### src/rtl/alu_pkg.sv
// alu_pkg: opcode encodings and the response record shared by the ALU execution unit
package alu_pkg;
  localparam logic [2:0] ALU_ADD = 3'b000;
  localparam logic [2:0] ALU_SUB = 3'b001;
  localparam logic [2:0] ALU_AND = 3'b010;
  localparam logic [2:0] ALU_OR  = 3'b011;
  localparam logic [2:0] ALU_SLT = 3'b101;
  typedef struct packed {
    logic [31:0] Result;
    logic        OverFlow;
    logic        Carry;
    logic        Zero;
    logic        Negative;
    logic        Illegal;
  } alu_resp_t;
endpackage

### src/rtl/alu_core.sv
// alu_core: combinational 32-bit ALU producing result, flags and an illegal-opcode marker
module alu_core
  import alu_pkg::*;
(
  input  logic [31:0] a_i,
  input  logic [31:0] b_i,
  input  logic [2:0]  op_i,
  output alu_resp_t   resp_o
);
  logic        is_sub;
  logic [31:0] b_eff;
  logic [32:0] sum;
  logic        ovf;
  // sub and slt share one adder computing A + ~B + 1; overflow then reduces to the add rule on b_eff
  always_comb begin
    is_sub = (op_i == ALU_SUB) || (op_i == ALU_SLT);
    b_eff  = is_sub ? ~b_i : b_i;
    sum    = {1'b0, a_i} + {1'b0, b_eff} + 33'(is_sub);
    ovf    = (a_i[31] == b_eff[31]) && (sum[31] != a_i[31]);
    resp_o = '0;
    case (op_i)
      ALU_ADD, ALU_SUB: begin
        resp_o.Result   = sum[31:0];
        resp_o.Carry    = sum[32];
        resp_o.OverFlow = ovf;
      end
      ALU_AND: resp_o.Result = a_i & b_i;
      ALU_OR:  resp_o.Result = a_i | b_i;
      ALU_SLT: resp_o.Result = {31'b0, sum[31] ^ ovf};
      default: resp_o.Illegal = 1'b1;
    endcase
    resp_o.Zero     = (resp_o.Result == 32'b0);
    resp_o.Negative = resp_o.Result[31];
  end
endmodule

### src/rtl/alu_exec_unit.sv
// alu_exec_unit: handshaked ALU front end with in-order response FIFO; sticky flags under ALU_EXEC_STICKY_FLAGS_EN
module alu_exec_unit
  import alu_pkg::*;
#(
  parameter int DEPTH = 4,
  parameter int TAG_W = 4
) (
  input  logic             clk,
  input  logic             rst,
  input  logic             ReqValid,
  output logic             ReqReady,
  input  logic [31:0]      A,
  input  logic [31:0]      B,
  input  logic [2:0]       ALUControl,
  input  logic [TAG_W-1:0] ReqTag,
  output logic             ResValid,
  input  logic             ResReady,
  output logic [31:0]      Result,
  output logic             OverFlow,
  output logic             Carry,
  output logic             Zero,
  output logic             Negative,
  output logic             Illegal,
  output logic [TAG_W-1:0] ResTag,
  output logic [15:0]      OpCount,
  input  logic             FlagClear,
  output logic [3:0]       StickyFlags
);
  localparam int PW = $clog2(DEPTH);
  localparam int CW = PW + 1;
  alu_resp_t        core_resp, head;
  alu_resp_t        mem_q [DEPTH];
  logic [TAG_W-1:0] tag_q [DEPTH];
  logic [PW-1:0]    wp_q, wp_d, rp_q, rp_d;
  logic [CW-1:0]    cnt_q, cnt_d;
  logic [15:0]      opc_q, opc_d;
  logic             push, pop;
  alu_core u_core (.a_i(A), .b_i(B), .op_i(ALUControl), .resp_o(core_resp));
  assign ReqReady = cnt_q < CW'(DEPTH);
  assign ResValid = cnt_q != '0;
  assign push     = ReqValid && ReqReady;
  assign pop      = ResValid && ResReady;
  // pointers wrap naturally because DEPTH is a power of two
  always_comb begin
    wp_d  = push ? wp_q + 1'b1 : wp_q;
    rp_d  = pop ? rp_q + 1'b1 : rp_q;
    cnt_d = cnt_q + CW'(push) - CW'(pop);
    opc_d = opc_q + 16'(push);
  end
  // control state, cleared by reset
  always_ff @(posedge clk) begin
    if (rst) begin
      wp_q  <= '0;
      rp_q  <= '0;
      cnt_q <= '0;
      opc_q <= '0;
    end else begin
      wp_q  <= wp_d;
      rp_q  <= rp_d;
      cnt_q <= cnt_d;
      opc_q <= opc_d;
    end
  end
  // payload storage needs no reset; outputs are masked while the FIFO is empty
  always_ff @(posedge clk) begin
    if (push) begin
      mem_q[wp_q] <= core_resp;
      tag_q[wp_q] <= ReqTag;
    end
  end
  assign head     = ResValid ? mem_q[rp_q] : '0;
  assign Result   = head.Result;
  assign OverFlow = head.OverFlow;
  assign Carry    = head.Carry;
  assign Zero     = head.Zero;
  assign Negative = head.Negative;
  assign Illegal  = head.Illegal;
  assign ResTag   = ResValid ? tag_q[rp_q] : '0;
  assign OpCount  = opc_q;
`ifdef ALU_EXEC_STICKY_FLAGS_EN
  logic [3:0] sticky_q, sticky_d;
  // clear takes effect before the new op's flags are merged in
  always_comb begin
    sticky_d = (FlagClear ? 4'b0 : sticky_q) |
               (push ? {core_resp.Negative, core_resp.Zero, core_resp.Carry, core_resp.OverFlow} : 4'b0);
  end
  // sticky flag register
  always_ff @(posedge clk) begin
    if (rst) sticky_q <= '0;
    else sticky_q <= sticky_d;
  end
  assign StickyFlags = sticky_q;
`else
  logic unused_flag_clear;
  assign unused_flag_clear = FlagClear;
  assign StickyFlags       = 4'b0000;
`endif
endmodule

### config.mk
export PLATFORM = sky130hd
export DESIGN_NAME = alu_exec_unit
export DESIGN_NICKNAME = d
export VERILOG_FILES = /design/src/rtl/alu_pkg.sv /design/src/rtl/alu_core.sv /design/src/rtl/alu_exec_unit.sv
export SDC_FILE = /design/constraint.sdc
export NUM_CORES = 1
export LEC_CHECK = 0
export BUFFER_PORTS_ARGS = -buffer_cell sky130_fd_sc_hd__buf_2
export CAP_MARGIN = 20
export CORE_MARGIN = 2
export CORE_UTILIZATION = 35
export CTS_BUF_LIST = sky130_fd_sc_hd__clkbuf_4 sky130_fd_sc_hd__clkbuf_8 sky130_fd_sc_hd__clkbuf_16
export CTS_CLUSTER_DIAMETER = 40
export DETAILED_ROUTE_END_ITERATION = 8
export PLACE_DENSITY = 0.64
export SYNTH_ARGS = -nofsm -noshare
export SYNTH_HDL_FRONTEND = slang
export SYNTH_SLANG_ARGS = --single-unit
### constraint.sdc
create_clock -name clk -period 15.6 [get_ports clk]
set_clock_uncertainty 0.2 [all_clocks]
set_input_delay 0.78 -clock clk [delete_from_list [all_inputs] [get_ports clk]]
set_output_delay 0.78 -clock clk [all_outputs]
set_load 0.02 [all_outputs]
**Yosys cells after proc, flatten, opt, wreduce, memory -nomap -nowiden**

Memories as Yosys holds them, arrays and structs flattened. A register that Yosys moved wholly into a read port is not among the register bits.
Index checks and enable logic that the tools add are counted.

- Word-level logic and storage cells: 45
- Register bits: 23
- Input bits: 76
- Latch bits: 0
- ROM bits: 0
- Bits in writable memories: 164
- Memories kept: 2
- Output and inout bits: 63

- Shift-type cells: 0
- Equality and inequality tests: 6
- $add $sub $neg: 7
- Reductions and logical operators: 9
- Multipliers: 0
- Bitwise operators: 4
- $lt $le $gt $ge: 1
- Mux-type cells: 12
- Div/mod/pow operators: 0

Memory list:

| memory | depth | bits a word | rd ports | clocked after memory_dff | wr ports | RTL line | text |
|---|---|---|---|---|---|---|---|
| mem_q | 4 | 37 | 1 | 1 | 1 | alu_exec_unit.sv:32 | `alu_resp_t mem_q [DEPTH];` |
| tag_q | 4 | 4 | 1 | 1 | 1 | alu_exec_unit.sv:33 | `logic [TAG_W-1:0] tag_q [DEPTH];` |

Operators by type and width:

| operator | number |
|---|---|
| 32-bit case mux with 4 select lines | 1 |
| 37-bit two-way mux | 1 |
| 32-bit by 32-bit adder with 33-bit output | 1 |
| 33-bit by 1-bit adder with 33-bit output | 1 |
| 32-bit AND | 1 |
| 32-bit logical NOT | 1 |
| 32-bit two-way mux | 1 |
| 32-bit NOT | 1 |
| 32-bit bitwise OR | 1 |
| 16-bit by 1-bit adder with 16-bit output | 1 |
| 2-bit two-way mux | 5 |
| 3-bit by 2-bit == test with 1-bit output (second input constant) | 2 |
| 5-bit OR reduction | 1 |
| 2-bit by 1-bit adder with 2-bit output (second input constant) | 2 |
| 4-bit two-way mux | 1 |
| 3-bit by 1-bit adder with 3-bit output | 1 |
| 3-bit by 1-bit == test with 1-bit output (second input constant) | 1 |
| 3-bit == test (second input constant) | 1 |
| 1-bit logical AND | 3 |
| 3-bit logical NOT | 1 |
| 3-bit < comparator (second input constant) | 1 |
| 1-bit two-way mux | 3 |
| 3-bit nonzero test | 1 |
| 3-bit by 1-bit subtractor with 3-bit output | 1 |
| other kinds (5) | 5 |

**Depth between registers and ports, before layout**

Gate-level depths: netlist of the first run.

- Depth in word-level cells: 10
- Gate-level depth with buffers: 20

**Cells and area by module**

From an unflattened synthesis of the first run, not the netlist that was laid out.

- Cells, all modules: 916
- Area total of the unflattened synthesis: 10926.7 um2

By module, submodules not included:

| module | cells an instance | area an instance (um2) | times used | seq. area each (um2) |
|---|---|---|---|---|
| alu_exec_unit | 394 | 7407.1 | 1 | 5425.2 |
| alu_core | 522 | 3519.6 | 1 | 0.0 |

**Worst setup path before layout of the first run**

OpenSTA, ideal clock, no wires.

- Path type: input -> register
- Start: in ALUControl[1]
- End: mem mem_q[0][2] (netlist name), data pin
- Buffers on the path: 7
- Slack: 9.754 ns
- Arrival time: 5.440 ns
- Cell stages on the path: 19
- Data required time: 15.194 ns
- Path through: buf_6 -> clkbuf_1 -> clkbuf_1 -> clkbuf_1 -> nand2b_1 -> clkbuf_1 -> buf_1 -> xnor2_1 -> ha_1 -> buf_4 -> nand2_1 -> or3_4 -> o21ai_4 -> a21boi_2 -> o31a_1 -> o21a_1 -> or4_1 -> or4b_1 -> nor4_2

RTL lines:

| item | RTL line | text |
|---|---|---|
| from (decl) | alu_exec_unit.sv:14 | `input logic [2:0] ALUControl,` |
| to (decl) | alu_exec_unit.sv:32 |  |

==> results of run 1 <==
## registers in the layout (all words and copies together) (netlist names), named ones only
register / count
cnt_q: 3
mem_q: 144
OpCount: 16
tag_q: 16
rp_q: 2
wp_q: 2
## final timing paths
kind	from	end	depth (start not counted)
setup / recovery	ALUControl[1]	mem_q[0][2]	16
setup reg to reg	cnt_q[2]	cnt_q[2]	11
hold reg to reg	OpCount[15]	OpCount[15]	2
hold / removal	OpCount[15]	OpCount[15]	2
## cell usage in the layout, fill, tap and decap left out, types with 4 or more instances in the layout
cell	Yosys	layout
and2_2	0	4
dfxtp_1	25	23
inv_1	18	18
mux4_2	40	40
xnor2_1	53	53
maj3_1	16	16
a311oi_1	4	4
clkbuf_16	0	17
inv_6	0	4
a31oi_1	4	4
and3_1	5	5
a211oi_1	10	10
o21ai_0	27	27
nand2_1	45	45
nand4_1	9	9
edfxtp_1	160	160
nor3_1	11	11
a21oi_1	42	42
o211ai_1	5	5
a211o_1	4	4
o211a_1	4	4
nor2b_1	8	8
conb_1	1	4
xor2_1	16	16
o21a_1	6	6
o22ai_1	4	4
buf_4	6	11
o21ai_1	10	10
and2_1	50	46
nor2_1	59	59
ha_1	46	46
or3_1	8	8
a21o_1	12	12
buf_2	2	133
nand3_1	14	14
## final cells by class
cell class | count | area share (%)
sequential | 185 | 44.7
multi-input combinational | 581 | 39.4
timing repair buffer | 146 | 6.43
tap | 384 | 4.05
clock buffer | 18 | 3.65
clock inverter | 14 | 1.22
inverter | 18 | 0.569
antenna | 1 | 0.0211
## worst min-delay path, cell delays in order, from the launching register on
cell	delay [ns]
dfxtp_1	0.34
xor2_1	0.07
nor2_1	0.07
## cell families (layout without fill, tap and decap cells)
family,Yosys count,after routing
AO/OA/AOI/OAI,170,170
XOR/XNOR,69,69
adder cells (fa/ha/maj),64,64
buffers and inverters,65,196
flip-flops,185,185
multiplexers,43,43
other,1,5
AND/OR/NAND/NOR,231,231
## where the power goes
group	leakage, nW	switching, mW	internal [mW]
clock	0.278	0.177	0.238
sequential	1.68	0.0139	0.604
combinational	2.41	0.340	0.237
## through the flow
stage / utilization [%] / cells / instance area, sq um / hold WS (ns) / power, mW
floorplan: - / 831 / 10300 / 0.285 / 1.04
global placement: 39.2 / 1312 / 11300 / 0.287 / 1.21
detailed placement: 39.2 / 1313 / 11300 / 0.306 / 1.22
CTS: 41.2 / 1345 / 11900 / 0.337 / 1.63
global route: 41.3 / 1347 / 11900 / 0.356 / 1.70
finish: 41.3 / 1347 / 11900 / 0.320 / 1.61
## per-layer routing
metal / vias to the layer above / GRT usage [%] / wire length [um]
li1: 3380 / - / -
met1: 3422 / 22.8 / 11800
met2: 169 / 25.9 / 11300
met3: 20 / 2.33 / 971
met4: 2 / 4.51 / 289
met5: - / 0 / 13
==> flow_summary.yaml, run 1 <==
status:
  status: "complete, no violations"
synthesis:
  yosysSeqAreaShare_pct: 51.8
  synth_edf_count: 160
  yosysMostFrequentCell: "edfxtp_1"
  synth_area_sq_um: 10200
  synth_top_family_by_area: "simple AND/OR/NAND/NOR gates"
  yosysTopAreaCell: "edfxtp_1"
  synth_common_cells: "edfxtp_1, nor2_1, xnor2_1"
  synth_area_per_cell_sq_um: 12.4
  ys_warn_count: 0
  synthArstFlopShare_pct: 0
  ys_seq_elements: 185
  synth-adder-area-share_pct: 7.58
  synth_xor_area_share_pct: 5.90
  netlist_instances: 828
  synth-simple-area-share_pct: 11.7
  yosys_most_used_dff: "edfxtp_1"
  synth_area_leaders: "edfxtp_1, mux4_2, ha_1"
  synth.top_cell.area_share_pct: 46.9
  synth-compound-area-share_pct: 11.2
  synth.mux.area_fraction_pct: 9.09
  synth.distinct_cells: 75
setup_path:
  crit_chain: "buf_2, nand2b_2, buf_4, xnor2_1, inv_1, fa_1, nor2b_1, o22ai_1, xnor2_1, o21a_1, or3_1, a2111oi_0, nand4b_1, nor3b_1, or4bb_1, nor4_2"
  cp_common_cell: "xnor2_1"
  crit_buf_inv: 3
  cp.arrival_ns: 5.87
  r2r_setup_slack_ns: 12.80
  crit_required_ns: 15.57
  path_class: "input port to flop"
  crit_fanout: 36
  startpoint_type: "input port"
  critPathSlowestCell: "or4bb_1"
  endpoint_kind: "flop"
  max_stage_delay_ns: 0.53
  path_delay_family: "simple AND/OR/NAND/NOR gates"
timing:
  rsz0062_at_grt: "false"
  slew_violations: 0
  setup_viol_count_final: 0
  tightest_slew_ns: 1.05
  max_freq_mhz: 169
  post-route-period-util_pct: 37.8
  finalHoldViolations: 0
  fin_setup_tns_ns: 0
  worst_slack_ns: 9.70
  slew_headroom_pct: 29.1
  period_needed_ns: 5.90
grt:
  grt_usage_pct: 16.1
  grt_max_degree: 43
  grt_pass1_vias: 6884
  grt_first_pass_wirelength_um: 38200
  grt_antenna_before_repair: 2
  grt-ovfl-total: 0
detailed_routing:
  drtAntennaViolNets: 0
  first_pass_iters: 5
  wire_per_inst_um: 18.1
  viasPerCell: 5.19
  drt_wl_total_um: 24400
  drt-initial-drc-count: 453
  vias: 6993
  drc: 0
finish:
  seq_area_sq_um: 5310
  multiInputGateArea_sq_um: 4680
  nFillCells: 2758
  area.growth.synth_to_final_pct: 16.0
  nets: 1073
  drive_gt1_share_pct: 23.8
placement:
  portBuffers: 133
  dp_hpwl_um: 16900
  place_ws_ns: 9.28
  place_congestion: 0.907
clock_network:
  hold_buffers: 0
  cts_buffer_depth: 2
  h-tree-depth: 4
  cts_setup_buffers: 0
  cts_root_buf: "clkbuf_16"
  path_clk_slew_ns: 0.07
  cts_buffers: 17
  cts_tree: "done"
  clock_latency_ns: 0.42
  cts_num_sinks: 185
  postCtsResizedCells: 0
floorplan:
  core_area_sq_um: 28800
  die_y_um: 175
  initial_core_util_pct: 35.6
  dieWidth_um: 175
  row_count: 62
  dieArea_sq_um: 30600
  io_pins: 139
power:
  vdd_drop_max_mv: 0.0757
  p_leak_nw: 4.37
  power-per-cell-area_nw_per_um2: 136
job:
  cap_violations: 0
hold_path:
  min_path_type: "flop to flop"
Power figures use the tool's default switching activity.
==> run 2, diff against run 1 <==
--- a/config.mk
+++ b/config.mk
@@ -12,7 +12,7 @@
 export CTS_BUF_LIST = sky130_fd_sc_hd__clkbuf_4 sky130_fd_sc_hd__clkbuf_8 sky130_fd_sc_hd__clkbuf_16
 export CTS_CLUSTER_DIAMETER = 40
 export DETAILED_ROUTE_END_ITERATION = 8
-export PLACE_DENSITY = 0.64
+export PLACE_DENSITY = 0.66
 export SYNTH_ARGS = -nofsm -noshare
 export SYNTH_HDL_FRONTEND = slang
 export SYNTH_SLANG_ARGS = --single-unit
==> constraint.sdc (replaced) <==
create_clock -name clk -period 4.9 [get_ports clk]
set_clock_uncertainty 0.2 [all_clocks]
set_input_delay 0.245 -clock clk [delete_from_list [all_inputs] [get_ports clk]]
set_output_delay 0.245 -clock clk [all_outputs]
set_load 0.02 [all_outputs]
==> run 2 against run 1 <==
Global-route usage up 0.11 points; critical path depth down 2; setup slack worse by 8.9 ns; sequential cell count unchanged; routed wire length down 0.42%; cell area up 0.97%; count of clock-buffer cells in the layout down 1; core utilization up 0.40 points; largest power group unchanged.
==> flow_summary.yaml, run 2 (synthesized netlist as in run 1, its figures left out) <==
power:
  p_switching_mw: 1.74
  pwr-share-clk_pct: 25.2
  internal_power_mw: 3.36
  power-per-cell-area_nw_per_um2: 425
  pwr-share-seq_pct: 38.5
  switching_share_pct: 34.1
  vdd_drop_max_mv: 0.265
  p_leak_nw: 4.44
  power_frac_comb_pct: 36.4
  total_power_mw: 5.10
setup_path:
  r2r-start: "cnt_q[2]"
  crit_fanout: 22
  endpoint_kind: "flop"
  crit_required_ns: 4.82
  startpoint: "ALUControl[1]"
  path_class: "input port to flop"
  cp.arrival_ns: 4.06
  startpoint_type: "input port"
finish:
  nFillCells: 2686
  antennaDiodeCount: 0
  regMostFlops: "mem_q"
  final_cell_mix: "edfxtp_1, buf_2, nor2_1, xnor2_1"
  design_area_sq_um: 12000
  nets: 1088
  multiInputGateArea_sq_um: 4680
  drive_gt1_share_pct: 24.8
  largest_register_ffs: 144
  area.growth.synth_to_final_pct: 17.1
  seq_area_sq_um: 5310
  fin_cells: 1361
  mostFrequentLayoutCell: "edfxtp_1"
detailed_routing:
  drtAntennaViolNets: 0
  wire_per_inst_um: 17.8
  drt-initial-drc-count: 521
  drt_wl_total_um: 24300
  vias: 7116
  viasPerCell: 5.23
  drc: 0
  first_pass_iters: 5
grt:
  grt_antenna_before_repair: 1
  grt-ovfl-total: 0
  grt_usage_pct: 16.2
  grt_pass1_vias: 6857
  grt_first_pass_wirelength_um: 38300
  grt_max_degree: 43
timing:
  max_freq_mhz: 241
  finalHoldViolations: 0
  tightest_slew_ns: 1.05
  slew_headroom_pct: 28.8
  setup_viol_count_final: 0
  period_needed_ns: 4.15
  rsz0062_at_grt: "false"
  fin_setup_tns_ns: 0
  worst_slack_ns: 0.753
  slew_violations: 0
  post-route-period-util_pct: 84.6
floorplan:
  initial_core_util_pct: 35.6
  core_area_sq_um: 28800
  die_y_um: 175
  io_pins: 139
  dieArea_sq_um: 30600
  row_count: 62
  dieWidth_um: 175
placement:
  dpl.cell_count: 1324
  dp_hpwl_um: 17300
  portBuffers: 133
  place_ws_ns: 0.309
  placedInstanceArea_sq_um: 11400
  place_congestion: 0.895
status:
  status: "complete, no violations"
clock_network:
  cts_root_buf: "clkbuf_16"
  h-tree-depth: 4
  cts_num_sinks: 185
  cts_tree: "done"
  cts_buffers: 17
  path_clk_slew_ns: 0.07
  cts_setup_buffers: 0
  cts_buffer_depth: 2
  clock_latency_ns: 0.42
hold_path:
  min_from: "rst"
  min_path_type: "input port to flop"
job:
  cap_violations: 0
-- run 2: worst paths after layout --
path                       to  slack, ns  cells after the start
setup reg to reg     cnt_q[2]       2.13                     11
hold / removal    OpCount[13]       0.04                      2
hold reg to reg   OpCount[15]       0.32                      2
setup / recovery  mem_q[3][2]       0.75                     14
-- run 2: critical path, stage by stage --
cell,delay [ns]
buf_2,0.10
nand2b_2,0.23
buf_12,0.19
xnor2_1,0.14
ha_1,0.39
nor2b_1,0.23
buf_4,0.14
o21ai_1,0.13
a211oi_1,0.43
o21ai_1,0.20
a211oi_1,0.44
o31ai_1,0.14
o311ai_0,0.88
nor4_2,0.17
-- run 2: stage by stage --
step                util [%]  hold WS [ns]
floorplan                  -         0.114
global placement        39.6         0.264
detailed placement      39.6         0.263
CTS                     41.6        0.0221
global route            41.7        0.0494
finish                  41.7        0.0435
-- run 2: routing by layer --
layer | vias to the layer above | wire length [um] | GRT usage, %
met1 | 3459 | 11700 | 23.7
met4 | 2 | 212 | 3.82
met5 | - | 12 | 0
met2 | 224 | 11000 | 25.3
li1 | 3412 | - | -
met3 | 19 | 1320 | 2.61
-- run 2: final cells by class --
class / instances / share of cell area [%]
sequential: 185 / 44.3
multi-input combinational: 581 / 39.0
timing repair buffer: 161 / 7.47
tap: 384 / 4.01
clock buffer: 17 / 3.55
clock inverter: 15 / 1.15
inverter: 18 / 0.563
-- run 2: power groups by stage --
stage	logic (mW)	registers, mW	clock network, mW
after floorplan	1.32	1.99	0
after global placement	1.88	1.99	0
after detailed placement	1.88	2.00	0
after CTS	1.89	1.96	1.31
after global routing	2.04	1.98	1.37
final	1.86	1.96	1.28
-- run 2: timing repair --
item                      CTS  global route
hold buffers                4             0
resized for setup           0             0
hold endpoints to repair   16             0
